**config.mk**
```make
export PLATFORM = sky130hd
export DESIGN_NAME = perceptron_trainer
export DESIGN_NICKNAME = d
export VERILOG_FILES = /design/src/rtl/perceptron_pkg.sv /design/src/rtl/perceptron_mac.sv /design/src/rtl/perceptron_trainer.sv
export SDC_FILE = /design/constraint.sdc
export NUM_CORES = 1
export LEC_CHECK = 0
export CAP_MARGIN = 40
export CORE_MARGIN = 2
export CORE_UTILIZATION = 40
export CTS_CLUSTER_SIZE = 40
export DETAILED_ROUTE_END_ITERATION = 10
export DONT_BUFFER_PORTS = 1
export PLACE_DENSITY = 0.6
export REMOVE_ABC_BUFFERS = 1
export SLEW_MARGIN = 20
export SYNTH_ARGS = -nofsm -noshare
export SYNTH_HDL_FRONTEND = slang
export SYNTH_SLANG_ARGS = --single-unit
```
**constraint.sdc**
```tcl
create_clock -name clk -period 16.79 [get_ports clk]
set_input_delay 0 -clock clk [delete_from_list [all_inputs] [get_ports clk]]
set_output_delay 0 -clock clk [all_outputs]
set_load 0.01 [all_outputs]
```
**src/rtl/perceptron_pkg.sv**
```systemverilog
// perceptron_pkg: shared FSM states, activation-mux encodings and saturating add
package perceptron_pkg;
  typedef enum logic [2:0] {S_IDLE, S_WAIT, S_COMPUTE, S_UPDATE, S_DONE} state_t;
  localparam logic [1:0] ACT_POS = 2'b00;
  localparam logic [1:0] ACT_ZERO = 2'b01;
  localparam logic [1:0] ACT_NEG = 2'b10;
  function automatic logic signed [31:0] sat_add(input logic signed [31:0] a, input logic signed [31:0] d, input int w);
    logic signed [31:0] s, hi, lo;
    s = a + d;
    hi = (32'sd1 <<< (w - 1)) - 32'sd1;
    lo = -hi - 32'sd1;
    return s > hi ? hi : s < lo ? lo : s;
  endfunction
endpackage

```
**src/rtl/perceptron_mac.sv**
```systemverilog
// perceptron_mac: full-precision net input and three-level threshold activation
module perceptron_mac import perceptron_pkg::*; #(
  parameter int N = 8,
  parameter int WW = 12,
  parameter int THETA = 0
) (
  input  logic signed [WW-1:0]     w1,
  input  logic signed [WW-1:0]     w2,
  input  logic signed [WW-1:0]     b,
  input  logic signed [N-1:0]      x1,
  input  logic signed [N-1:0]      x2,
  input  logic signed [WW+N+1:0]   yin_q,
  output logic signed [WW+N+1:0]   yin,
  output logic signed [1:0]        y,
  output logic [1:0]               act_sel
);
  localparam int Y = WW + N + 2;
  localparam logic signed [Y-1:0] TH = Y'(THETA);
  logic signed [Y-1:0] p1, p2;
  always_comb begin
    p1 = Y'(w1) * Y'(x1);
    p2 = Y'(w2) * Y'(x2);
    yin = Y'(b) + p1 + p2;
    y = yin_q > TH ? 2'sd1 : yin_q < -TH ? -2'sd1 : 2'sd0;
    act_sel = yin_q > TH ? ACT_POS : yin_q < -TH ? ACT_NEG : ACT_ZERO;
  end
endmodule

```
**src/rtl/perceptron_trainer.sv**
```systemverilog
// perceptron_trainer: streaming perceptron-rule trainer; act_sel drives the downstream activation mux
module perceptron_trainer import perceptron_pkg::*; #(
  parameter int N = 8,
  parameter int WW = 12,
  parameter int THETA = 0,
  parameter int MAX_EPOCHS = 16
) (
  input  logic                 clk,
  input  logic                 rst,
  input  logic                 start,
  input  logic                 in_valid,
  output logic                 in_ready,
  input  logic signed [N-1:0]  in_x1,
  input  logic signed [N-1:0]  in_x2,
  input  logic signed [1:0]    in_t,
  input  logic                 in_last,
  output logic signed [WW-1:0] w1,
  output logic signed [WW-1:0] w2,
  output logic signed [WW-1:0] b,
  output logic signed [1:0]    y_out,
  output logic [1:0]           act_sel,
  output logic                 busy,
  output logic                 done,
  output logic                 converged,
  output logic [7:0]           epoch_cnt,
  output logic [7:0]           err_cnt
);
  localparam int Y = WW + N + 2;
  localparam logic [7:0] MAX_E = 8'(MAX_EPOCHS);
  state_t state_q, state_d;
  logic signed [WW-1:0] w1_q, w1_d, w2_q, w2_d, b_q, b_d;
  logic signed [N-1:0] x1_q, x1_d, x2_q, x2_d;
  logic t_neg_q, t_neg_d, last_q, last_d, conv_q, conv_d, miss;
  logic signed [Y-1:0] yin_q, yin_d, yin_c;
  logic signed [1:0] y_q, y_d, y_c, t_c;
  logic [1:0] act_q, act_d, act_c;
  logic [7:0] epoch_q, epoch_d, err_q, err_d, err_inc, epoch_inc;
  perceptron_mac #(.N(N), .WW(WW), .THETA(THETA)) u_mac (
    .w1(w1_q), .w2(w2_q), .b(b_q), .x1(x1_q), .x2(x2_q),
    .yin_q(yin_q), .yin(yin_c), .y(y_c), .act_sel(act_c)
  );
  always_comb begin
    state_d = state_q;
    w1_d = w1_q;
    w2_d = w2_q;
    b_d = b_q;
    x1_d = x1_q;
    x2_d = x2_q;
    t_neg_d = t_neg_q;
    last_d = last_q;
    conv_d = conv_q;
    yin_d = yin_q;
    y_d = y_q;
    act_d = act_q;
    epoch_d = epoch_q;
    err_d = err_q;
    t_c = t_neg_q ? -2'sd1 : 2'sd1;
    miss = y_c != t_c;
    err_inc = err_q + 8'(miss && err_q != 8'hff);
    epoch_inc = epoch_q + 8'd1;
    case (state_q)
      S_IDLE, S_DONE: if (start) begin
        w1_d = '0;
        w2_d = '0;
        b_d = '0;
        epoch_d = '0;
        err_d = '0;
        conv_d = 1'b0;
        state_d = S_WAIT;
      end
      S_WAIT: if (in_valid) begin
        x1_d = in_x1;
        x2_d = in_x2;
        t_neg_d = in_t < 2'sd0;
        last_d = in_last;
        state_d = S_COMPUTE;
      end
      S_COMPUTE: begin
        yin_d = yin_c;
        state_d = S_UPDATE;
      end
      S_UPDATE: begin
        y_d = y_c;
        act_d = act_c;
        if (miss) begin
          w1_d = WW'(sat_add(32'(w1_q), t_neg_q ? -32'(x1_q) : 32'(x1_q), WW));
          w2_d = WW'(sat_add(32'(w2_q), t_neg_q ? -32'(x2_q) : 32'(x2_q), WW));
          b_d = WW'(sat_add(32'(b_q), t_neg_q ? -32'sd1 : 32'sd1, WW));
        end
        err_d = err_inc;
        state_d = S_WAIT;
        // epoch decision uses the error count including this sample
        if (last_q) begin
          epoch_d = epoch_inc;
          if (err_inc == 8'd0) begin
            state_d = S_DONE;
            conv_d = 1'b1;
          end else if (epoch_inc >= MAX_E) state_d = S_DONE;
          else err_d = '0;
        end
      end
      default: state_d = S_IDLE;
    endcase
  end
  always_ff @(posedge clk) begin
    if (rst) begin
      state_q <= S_IDLE;
      w1_q <= '0;
      w2_q <= '0;
      b_q <= '0;
      x1_q <= '0;
      x2_q <= '0;
      t_neg_q <= 1'b0;
      last_q <= 1'b0;
      conv_q <= 1'b0;
      yin_q <= '0;
      y_q <= '0;
      act_q <= ACT_ZERO;
      epoch_q <= '0;
      err_q <= '0;
    end else begin
      state_q <= state_d;
      w1_q <= w1_d;
      w2_q <= w2_d;
      b_q <= b_d;
      x1_q <= x1_d;
      x2_q <= x2_d;
      t_neg_q <= t_neg_d;
      last_q <= last_d;
      conv_q <= conv_d;
      yin_q <= yin_d;
      y_q <= y_d;
      act_q <= act_d;
      epoch_q <= epoch_d;
      err_q <= err_d;
    end
  end
  assign in_ready = state_q == S_WAIT;
  assign busy = !(state_q == S_IDLE || state_q == S_DONE);
  assign done = state_q == S_DONE;
  assign converged = conv_q;
  assign w1 = w1_q;
  assign w2 = w2_q;
  assign b = b_q;
  assign y_out = y_q;
  assign act_sel = act_q;
  assign epoch_cnt = epoch_q;
  assign err_cnt = err_q;
endmodule

```
==> summary.txt, run 1 <==
Synth
  – Ys flop type: dfxtp_1
  – EDFF count, synth: 0
  – Adder-cell share of the synthesized area: 35.0%
  – Mux contribution to synthesized area: 0.371%
  – Cell variety after synth: 86
  – Post-synthesis xor/xnor area fraction: 6.15%
  – Register area share after synthesis: 11.5%
  – Dominant cell type by area after synthesis: fa_1
  – Synthesized cell area: 17,200 µm²
  – Largest family of logic cells by synthesized area: adder cells
  – Post-synth top area share: 21.2%
  – Avg Cell Area, Syn: 7.99 µm²
  – Yosys warnings: 0
  – Synth area leaders: fa_1 21%, ha_1 14%, dfxtp_1 12%
  – Register bit total from synthesis: 99
  – Cells after synthesis: 2,154
  – FFs w/ async S/R, synth: 0%
  – Synth Area in Simple Gates: 21.6%
  – Synth Area in Compound Gates: 17.5%

Routing
  – WL/cell: 17.0 µm
  – Final antenna-violating net count: 0
  – Detailed-route wire length: 45,300 µm
  – Routed vias: 14,600
  – Avg Vias per Cell: 5.46
  – Residual DRC: 0
  – Pre-antenna DRT Iters: 5
  – 1st-iter DRT viols: 874

Clock network
  – CTS tree: built
  – Clk slew on worst S/H paths: 80 ps
  – Post-CTS Resized: 0
  – Clk_lat worst skew: 380 ps
  – Cts hold-fix bufs: 23
  – CTS Buf Count: 9
  – TritonCTS Sinks: 99
  – H-tree depth: 3
  – Deepest clock path buffer count: 2
  – Clock Tree Root: clkbuf_16
  – Postcts setup bufs: 0

GRT
  – Antenna violations before repair: 1
  – Grt total ovfl: 0
  – Vias in the first global route: 14,900
  – Total track usage: 20.9%
  – Largest net degree at the start of global routing: 69
  – First-pass GRT wire length: 75,400 µm

Timing
  – Setup slack after layout: 9190 ps
  – Max Fclk: 0.132 GHz
  – RSZ-0062 raised after global routing: false
  – Slew headroom: 49.9%
  – Fin Clk Skew: 11.9 ps
  – Final hold violations: 0
  – Setup_tns: 0 ps
  – Worst Tran Pin Value: 751 ps
  – Final setup viols: 0
  – Min Clock Period, post-route: 7600 ps
  – Pins Over Slew Limit: 0
  – Fin Hold WS: 163 ps
  – Tcrit/Tclk final: 45.3%

Power
  – IR drop worst, VDD: 44.3 µV
  – LEAKAGE: 8.95 nW
  – Total power: 658 µW
  – Pwr Density: 36.2 nW/µm²

Finish
  – Final nets: 2,512
  – Layout cells sized above 1: 2.83%
  – Non-Filler Instances: 2,669
  – Area grow syn2layout: 5.69%
  – Most frequent cells in the layout: 287 x nand2_1, 266 x inv_1, 191 x ha_1
  – Commonest non-fill, non-tap cell in the layout: nand2_1

Critical path
  – Critical Path AT: 7900 ps
  – R2R depth: 23
  – CP Launch Type: flip-flop
  – WP data required: 17,090 ps
  – CP Capture Type: flip-flop
  – CP Class: flip-flop to flip-flop
  – Critical-path maximum fanout: 23

Placement
  – Detailed Place HPWL: 36,000 µm
  – Placed cells: 2,626
  – Placer Congestion: 0.903
  – Input/output buffers: 0
  – Place WS: 9200 ps

Worst hold path
  – Worst Hold Depth: 3
  – Worst hold path type: input pin to flip-flop

Floorplan
  – Die Ht: 211 µm
  – Die area: 44,700 µm²
  – Cell row count: 76
  – Width of the die: 211 µm
  – Core area: 42,800 µm²
  – I/O pins: 83
  – Initial core utilization: 40.2%

Job
  – Max cap viols: 0

Run status
  – Outcome: finished, final reports clean
-- final cells by class --
cell class / instances / area, µm²
clock buffers: 10 / 229
inverters: 266 / 998
repair buffers: 36 / 360
flip-flops and latches: 99 / 1980
diodes: 2 / 5.00
well taps: 546 / 683
multi-input cells: 1704 / 13900
fillers: 4269 / 24600
clock inverters: 6 / 45.0
-- logic make-up after synthesis --
kind of cell / Yosys count
muxes: 6
xor gates and xnor gates: 121
buffers and inverters: 351
and+or+nand+nor: 755
AOI/OAI and AO/OA: 449
DFF: 99
adders and majority gates: 373
-- metrics by stage --
stage,utilization [%],instance area [µm²]
floorplan,-,16900
finish,42.5,18200
CTS,42.5,18200
global placement,41.2,17600
global route,42.5,18200
detailed placement,41.2,17600
-- state kept, by name, summed over array words and instances (netlist names) --
register	flops
t_neg_q	1
act_sel	1
b	12
x2_q	8
epoch_cnt	8
err_cnt	8
state_q	3
y_out	2
x1_q	8
yin_q	22
converged	1
last_q	1
w1	12
w2	12
-- metal layers --
layer	wire [µm]	part of all wire [%]	vias to the layer above	GRT usage [%]
met1	20400	45	7027	26.8
met4	977	2.2	0	5.34
li1	-	-	7153	-
met5	0	0	-	0
met3	2410	5.3	59	3.72
met2	21500	47	344	36.3
-- cells in the mapped netlist, types with 45 or more instances --
| master | number |
|---|---|
| nor2_1 | 133 |
| inv_1 | 266 |
| clkbuf_1 | 65 |
| and2_1 | 115 |
| dfxtp_1 | 99 |
| fa_1 | 182 |
| xnor2_1 | 84 |
| ha_1 | 191 |
| a21o_1 | 45 |
| nand2_1 | 287 |
| a21oi_1 | 152 |
| o21ai_0 | 51 |
-- critical path: stages, from the launching register on --
cell	delay, ps
dfxtp_1	650
inv_1	490
nor2_1	280
fa_1	450
fa_1	520
fa_1	530
fa_1	510
ha_1	310
ha_1	310
a21boi_0	240
o21ai_0	150
a21boi_0	320
o2111ai_1	200
nand3b_1	150
xor2_1	240
ha_1	320
a21o_1	170
a21o_1	200
or4b_1	600
a41oi_1	370
o21ai_1	140
xor2_1	150
nand2_1	70
a21oi_1	140
-- path summary, 6_finish.rpt --
kind | end | start | slack (ps)
setup / recovery | yin_q[20]$_SDFFE_PP0P_ | x1_q[7]$_SDFFE_PP0P_ | 9190
hold / removal | w1[11]$_SDFFE_PP0P_ | rst | 160
setup reg to reg | yin_q[20]$_SDFFE_PP0P_ | x1_q[7]$_SDFFE_PP0P_ | 9190
hold reg to reg | yin_q[7]$_SDFFE_PP0P_ | yin_q[7]$_SDFFE_PP0P_ | 450
-- power by group --
group          internal [mW]  switching (mW)  total, mW  leakage [nW]
Clock                  0.102           0.105      0.207         0.138
Sequential             0.240          0.0172      0.257         0.800
Combinational         0.0768           0.117      0.194          8.01
Total                  0.419           0.239      0.658          8.95
(Power assumes the default switching activity.)
==> run 2: changes to the inputs <==
==> constraint.sdc (replaced) <==
create_clock -name clk -period 7.2 [get_ports clk]
set_input_delay 0 -clock clk [delete_from_list [all_inputs] [get_ports clk]]
set_output_delay 0 -clock clk [all_outputs]
set_load 0.01 [all_outputs]
==> summary.txt, run 2 (same netlist as run 1, synthesis figures left out) <==
Critical path
  – R2R depth: 24 (+4.3%)
  – Worst r2r src: w1[1]$_SDFFE_PP0P_
  – CP Launch Type: flip-flop
  – R2R setup slack: 370 ps (-8830 ps)
  – Critical path's most frequent cell: fa_1
  – RR Endpoint: yin_q[20]$_SDFFE_PP0P_
  – CP Class: flip-flop to flip-flop
  – CP Capture Point: yin_q[20]$_SDFFE_PP0P_
  – Slowest stage delay, CP: 590 ps (-60 ps)
  – Critical-path top delay cell: or4b_1
  – Critical Path AT: 7150 ps (-750 ps)
  – Critical-path maximum fanout: 7 (-70%)
  – WP data required: 7520 ps (-9570 ps)
  – Worst setup path startpoint: w1[1]$_SDFFE_PP0P_
  – CP Capture Type: flip-flop
  – CP Cell Sequence: nand2_1, fa_1, fa_1, inv_1, fa_1, fa_1, fa_1, ha_1, inv_1, o21ai_0, a21oi_1, o21ai_0, a211oi_2, xnor2_1, ha_1, a21o_1, a21o_1, a21o_1, or4b_1, a41oi_2, o21ai_1, xor2_1, nand2_1, a21oi_1

Finish
  – Cell area after layout: 18,500 µm² (+1.9%)
  – Area grow syn2layout: 7.70%
  – Post-layout util: 43.3% (+0.81 points)
  – Antenna cell count: 0 (-2)
  – Max reg flops: 22 (unchanged)
  – Most frequent cells in the layout: 287 x nand2_1, 266 x inv_1, 191 x ha_1
  – Commonest non-fill, non-tap cell in the layout: nand2_1
  – Reg area: 1990 µm² (+0.25%)
  – Non-Filler Instances: 2,707 (+1.4%)
  – Final nets: 2,552 (+1.6%)
  – Top reg by flops: yin_q
  – Layout cells sized above 1: 5.09% (+2.3 points)
  – Number of fill cells: 4,315 (+1.1%)
  – Multi-input logic area: 13,900 µm² (+0.17%)

Placement
  – DP Area: 18,000 µm² (+1.8%)
  – Place WS: 98.4 ps (-9100 ps)
  – Placed cells: 2,668 (+1.6%)
  – Detailed Place HPWL: 38,400 µm (+6.8%)
  – Input/output buffers: 0 (unchanged)
  – Placer Congestion: 0.926 (+2.6%)

Timing
  – Pins Over Slew Limit: 0 (unchanged)
  – Fin Hold WS: 75.5 ps (-87.5 ps)
  – Final setup viols: 0 (unchanged)
  – Max Fclk: 0.146 GHz (+11%)
  – Setup slack after layout: 366 ps (-8830 ps)
  – RSZ-0062 raised after global routing: false
  – Slew headroom: 49.5% (-0.36 points)
  – Setup_tns: 0 ps (unchanged)
  – Tcrit/Tclk final: 94.9% (+50 points)
  – Worst Tran Pin Value: 752 ps (+1.27 ps)
  – Fin Clk Skew: 15.9 ps (+4.01 ps)
  – Min Clock Period, post-route: 6830 ps (-765 ps)
  – Final hold violations: 0 (unchanged)

Power
  – Total power: 1.58 mW (+140%)
  – LEAKAGE: 9.18 nW (+2.6%)
  – IR drop worst, VDD: 94.7 µV (+110%)
  – Pwr Density: 85.0 nW/µm² (+140%)
  – Comb pwr share: 30.8% (+1.3 points)
  – P_sw: 586 µW (+150%)
  – Clock power frac: 32.4% (+0.9 points)
  – P_int: 990 µW (+140%)
  – Seq pwr share: 36.9% (-2.1 points)
  – Switching share of power: 37.2% (+0.84 points)

Floorplan
  – Initial core utilization: 40.2% (unchanged)
  – I/O pins: 83 (unchanged)
  – Width of the die: 211 µm (unchanged)
  – Cell row count: 76 (unchanged)
  – Die Ht: 211 µm (unchanged)
  – Die area: 44,700 µm² (unchanged)
  – Core area: 42,800 µm² (unchanged)

Routing
  – Residual DRC: 0 (unchanged)
  – Avg Vias per Cell: 5.41 (-0.92%)
  – Pre-antenna DRT Iters: 4 (-1)
  – Final antenna-violating net count: 0 (unchanged)
  – 1st-iter DRT viols: 838 (-4.1%)
  – Detailed-route wire length: 47,300 µm (+4.6%)
  – WL/cell: 17.5 µm (+3.1%)
  – Routed vias: 14,700 (+0.49%)

GRT
  – Antenna violations before repair: 2 (+1)
  – Largest net degree at the start of global routing: 69 (unchanged)
  – Total track usage: 21.9% (+0.98 points)
  – Vias in the first global route: 15,000 (+0.75%)
  – First-pass GRT wire length: 78,400 µm (+4.1%)
  – Grt total ovfl: 0 (unchanged)

Run status
  – Outcome: finished, final reports clean

Clock network
  – Deepest clock path buffer count: 2 (unchanged)
  – CTS tree: built
  – H-tree depth: 3 (unchanged)
  – Clk slew on worst S/H paths: 80 ps (about the same)
  – CTS Buf Count: 9 (unchanged)
  – Clk_lat worst skew: 390 ps (about the same)
  – TritonCTS Sinks: 99 (unchanged)
  – Clock Tree Root: clkbuf_16

Worst hold path
  – Worst hold path type: input pin to flip-flop
  – Worst hold start: in_valid
  – Worst Hold Depth: 3 (unchanged)

Job
  – Max cap viols: 0 (unchanged)
==> run 2: repair_timing <==
item,4_1_cts,5_1_grt
setup buffers,0,0
gates resized for setup,0,11
endpoints found under the hold margin,69,0
setup endpoints to repair,0,4
hold buffers,23,0
==> run 2: worst max-delay path, delay by kind of cell, from the launching register on <==
kind	cells	cell delay, ps
XOR/XNOR	2	310
AND/OR/NAND/NOR	3	760
adder cells (fa/ha/maj)	7	3300
buffers and inverters	2	110
AO/OA/AOI/OAI	10	1880
flip-flops	1	410
==> run 2: routing by layer <==
metal | GRT usage [%] | up-vias | routed length [µm]
met5 | 0 | - | 13
met4 | 4.64 | 2 | 700
met2 | 37.9 | 284 | 22600
li1 | - | 7249 | -
met1 | 28.2 | 7078 | 21600
met3 | 4.48 | 42 | 2410
==> run 2: how the worst min path moves through the flow <==
| stage | to | slack [ps] |
|---|---|---|
| after floorplan | epoch_cnt[1]$_SDFFE_PP0P_ | 70 |
| after global placement | epoch_cnt[7]$_SDFFE_PP0P_ | 90 |
| after detailed placement | epoch_cnt[7]$_SDFFE_PP0P_ | 90 |
| after CTS | x1_q[7]$_SDFFE_PP0P_ | 60 |
| after global routing | x1_q[5]$_SDFFE_PP0P_ | 80 |
| final | last_q$_SDFFE_PP0P_ | 80 |
==> run 2: power groups by stage <==
stage / Sequential (mW) / Combinational, mW / Clock, mW
2_1_floorplan: 0.597 / 0.320 / 0
3_3_place_gp: 0.593 / 0.457 / 0
3_5_place_dp: 0.594 / 0.463 / 0
4_1_cts: 0.581 / 0.485 / 0.525
5_1_grt: 0.584 / 0.548 / 0.546
6_report: 0.581 / 0.485 / 0.510
==> run 2: cell type report <==
class	instances	area share [%]
multi-input combinational	1704	75.1
sequential	99	10.7
inverter	266	5.38
tap	546	3.68
timing repair buffer	76	3.55
clock buffer	9	1.21
clock inverter	7	0.398
==> run 3: changes to the inputs <==
--- a/config.mk
+++ b/config.mk
@@ -7,11 +7,11 @@
 export LEC_CHECK = 0
 export CAP_MARGIN = 40
 export CORE_MARGIN = 2
-export CORE_UTILIZATION = 40
+export CORE_UTILIZATION = 50
 export CTS_CLUSTER_SIZE = 40
 export DETAILED_ROUTE_END_ITERATION = 10
 export DONT_BUFFER_PORTS = 1
-export PLACE_DENSITY = 0.6
+export PLACE_DENSITY = 0.71
 export REMOVE_ABC_BUFFERS = 1
 export SLEW_MARGIN = 20
 export SYNTH_ARGS = -nofsm -noshare
==> summary.txt, run 3 (same netlist as run 1, synthesis figures left out) <==
Run status
  – Outcome: finished, final reports clean

Critical path
  – Critical Path AT: 7140 ps (about the same)
  – WP buf/inv: 3 (+1)
  – Critical-path maximum fanout: 9 (+2)
  – CP Capture Type: flip-flop
  – Critical-path top delay cell: or4b_1
  – Kind of cell adding the most delay to the critical path: adder cells
  – CP Class: flip-flop to flip-flop
  – WP data required: 7500 ps (-20 ps)
  – Critical path's most frequent cell: fa_1
  – CP Launch Type: flip-flop
  – Slowest stage delay, CP: 600 ps (about the same)

Floorplan
  – I/O pins: 83 (unchanged)
  – Core area: 33,700 µm² (-21%)
  – Cell row count: 67 (-12%)
  – Die area: 35,900 µm² (-20%)
  – Initial core utilization: 51.1% (+11 points)
  – Die Ht: 190 µm (-10%)
  – Width of the die: 190 µm (-10%)

Placement
  – Detailed Place HPWL: 37,000 µm (-3.7%)
  – Placed cells: 2,562 (-4.0%)
  – Placer Congestion: 0.908 (-2.0%)
  – Input/output buffers: 0 (unchanged)

Power
  – Total power: 1.64 mW (+4.0%)
  – LEAKAGE: 9.15 nW (-0.33%)
  – IR drop worst, VDD: 122 µV (+28%)
  – Pwr Density: 89.1 nW/µm² (+4.9%)

Timing
  – Worst Tran Pin Value: 826 ps (+74.4 ps)
  – RSZ-0062 raised after global routing: false
  – Fin Clk Skew: 12.9 ps (-3.02 ps)
  – Pins Over Slew Limit: 0 (unchanged)
  – Min Clock Period, post-route: 6830 ps (-3.15 ps)
  – Max Fclk: 0.146 GHz (about the same)
  – Slew headroom: 44.5% (-5.0 points)
  – Setup_tns: 0 ps (unchanged)
  – Final hold violations: 0 (unchanged)
  – Fin Hold WS: 113 ps (+37.4 ps)
  – Tcrit/Tclk final: 94.9% (about the same)
  – Final setup viols: 0 (unchanged)

Finish
  – Top reg by flops: yin_q
  – Non-Filler Instances: 2,604 (-3.8%)
  – Reg area: 1990 µm² (unchanged)
  – Final nets: 2,546 (-0.24%)
  – Layout cells sized above 1: 4.69% (-0.40 points)
  – Max reg flops: 22 (unchanged)
  – Number of fill cells: 3,159 (-27%)
  – Most frequent cells in the layout: 287 x nand2_1, 266 x inv_1, 191 x ha_1
  – Multi-input logic area: 13,900 µm² (-0.12%)
  – Commonest non-fill, non-tap cell in the layout: nand2_1
  – Area grow syn2layout: 6.85%
  – Post-layout util: 54.6% (+11 points)

Clock network
  – H-tree depth: 3 (unchanged)
  – CTS tree: built
  – Deepest clock path buffer count: 2 (unchanged)
  – Clk slew on worst S/H paths: 80 ps (about the same)
  – TritonCTS Sinks: 99 (unchanged)
  – Clk_lat worst skew: 370 ps (-20 ps)
  – CTS Buf Count: 9 (unchanged)
  – Clock Tree Root: clkbuf_16

Routing
  – Residual DRC: 0 (unchanged)
  – Final antenna-violating net count: 0 (unchanged)
  – WL/cell: 17.6 µm (+0.95%)
  – Avg Vias per Cell: 5.74 (+6.0%)
  – Detailed-route wire length: 46,000 µm (-2.9%)
  – 1st-iter DRT viols: 896 (+6.9%)
  – Pre-antenna DRT Iters: 5 (+1)
  – Routed vias: 14,900 (+2.0%)

GRT
  – Antenna violations before repair: 1 (-1)
  – Largest net degree at the start of global routing: 69 (unchanged)
  – Total track usage: 26.4% (+4.4 points)
  – Vias in the first global route: 15,100 (+0.87%)
  – First-pass GRT wire length: 76,600 µm (-2.4%)
  – Grt total ovfl: 0 (unchanged)

Job
  – Max cap viols: 0 (unchanged)

Worst hold path
  – Worst hold path type: input pin to flip-flop
==> run 3: cell count changes in the layout (fill, tap and decap cells not counted), sizes merged <==
cell,before,now
inv,268,270
bufinv,0,2
buf,54,48
clkinv,4,0
diode,0,1
==> run 3: worst paths after layout <==
path                     startpoint                      to  slack (ps)  cells after the start
max            x1_q[1]$_SDFFE_PP0P_  yin_q[20]$_SDFFE_PP0P_         370                     27
min                           start       b[9]$_SDFFE_PP0P_         110                      3
max reg2reg    x1_q[1]$_SDFFE_PP0P_  yin_q[20]$_SDFFE_PP0P_         370                     27
min reg2reg  yin_q[13]$_SDFFE_PP0P_  yin_q[13]$_SDFFE_PP0P_         460                      2
==> run 3: area by class of cell <==
type | instances | share of cell area [%]
antenna | 1 | 0.0136
clock buffer | 9 | 1.22
clock inverter | 7 | 0.571
inverter | 266 | 5.43
multi-input combinational | 1704 | 75.6
sequential | 99 | 10.8
tap | 448 | 3.05
timing repair buffer | 70 | 3.35
==> run 3: worst reg2reg max path: stages, from the launching register on <==
cell	delay, ps
dfxtp_2	440
nand2_1	100
fa_1	520
inv_1	50
fa_1	500
inv_1	50
fa_1	480
inv_1	60
fa_1	480
ha_1	300
ha_1	330
nor2b_1	150
o21ai_0	200
a21boi_1	110
o21ai_0	240
a21boi_1	150
o2111ai_1	240
nand3b_1	120
xor2_1	160
ha_1	350
a21o_1	170
a21o_1	190
or4b_1	600
a41oi_2	280
o21ai_1	140
xor2_1	160
nand2_1	70
a21oi_1	140
==> run 3: stage by stage <==
stage | worst slack [ps] | area [µm²]
6_report | 369 | 18400
5_1_grt | 9.97 | 18400
4_1_cts | 142 | 18300
3_5_place_dp | 185 | 17800
3_3_place_gp | 273 | 17800
2_1_floorplan | 603 | 16900
==> run 3: power by group <==
group / switching (mW) / internal [mW] / total (mW)
Sequential: 0.0234 / 0.559 / 0.583
Clock: 0.264 / 0.312 / 0.576
Combinational: 0.295 / 0.187 / 0.482
==> run 3: per-layer routing <==
metal	share of wire [%]	vias up	global-route usage (%)	wire length, µm
li1	-	7226	-	-
met4	2.5	0	7.75	1160
met5	0	-	0	0
met1	44	7207	34.2	20100
met2	47	430	45.3	21800
met3	6.3	79	4.28	2910
==> run 3: timing repair <==
| item | in CTS | in global routing |
|---|---|---|
| hold buffers | 22 | 1 |
| endpoints found under the hold margin | 69 | 2 |
| setup buffers | 0 | 0 |
| setup endpoints to repair | 0 | 2 |
| gates resized for setup | 0 | 8 |
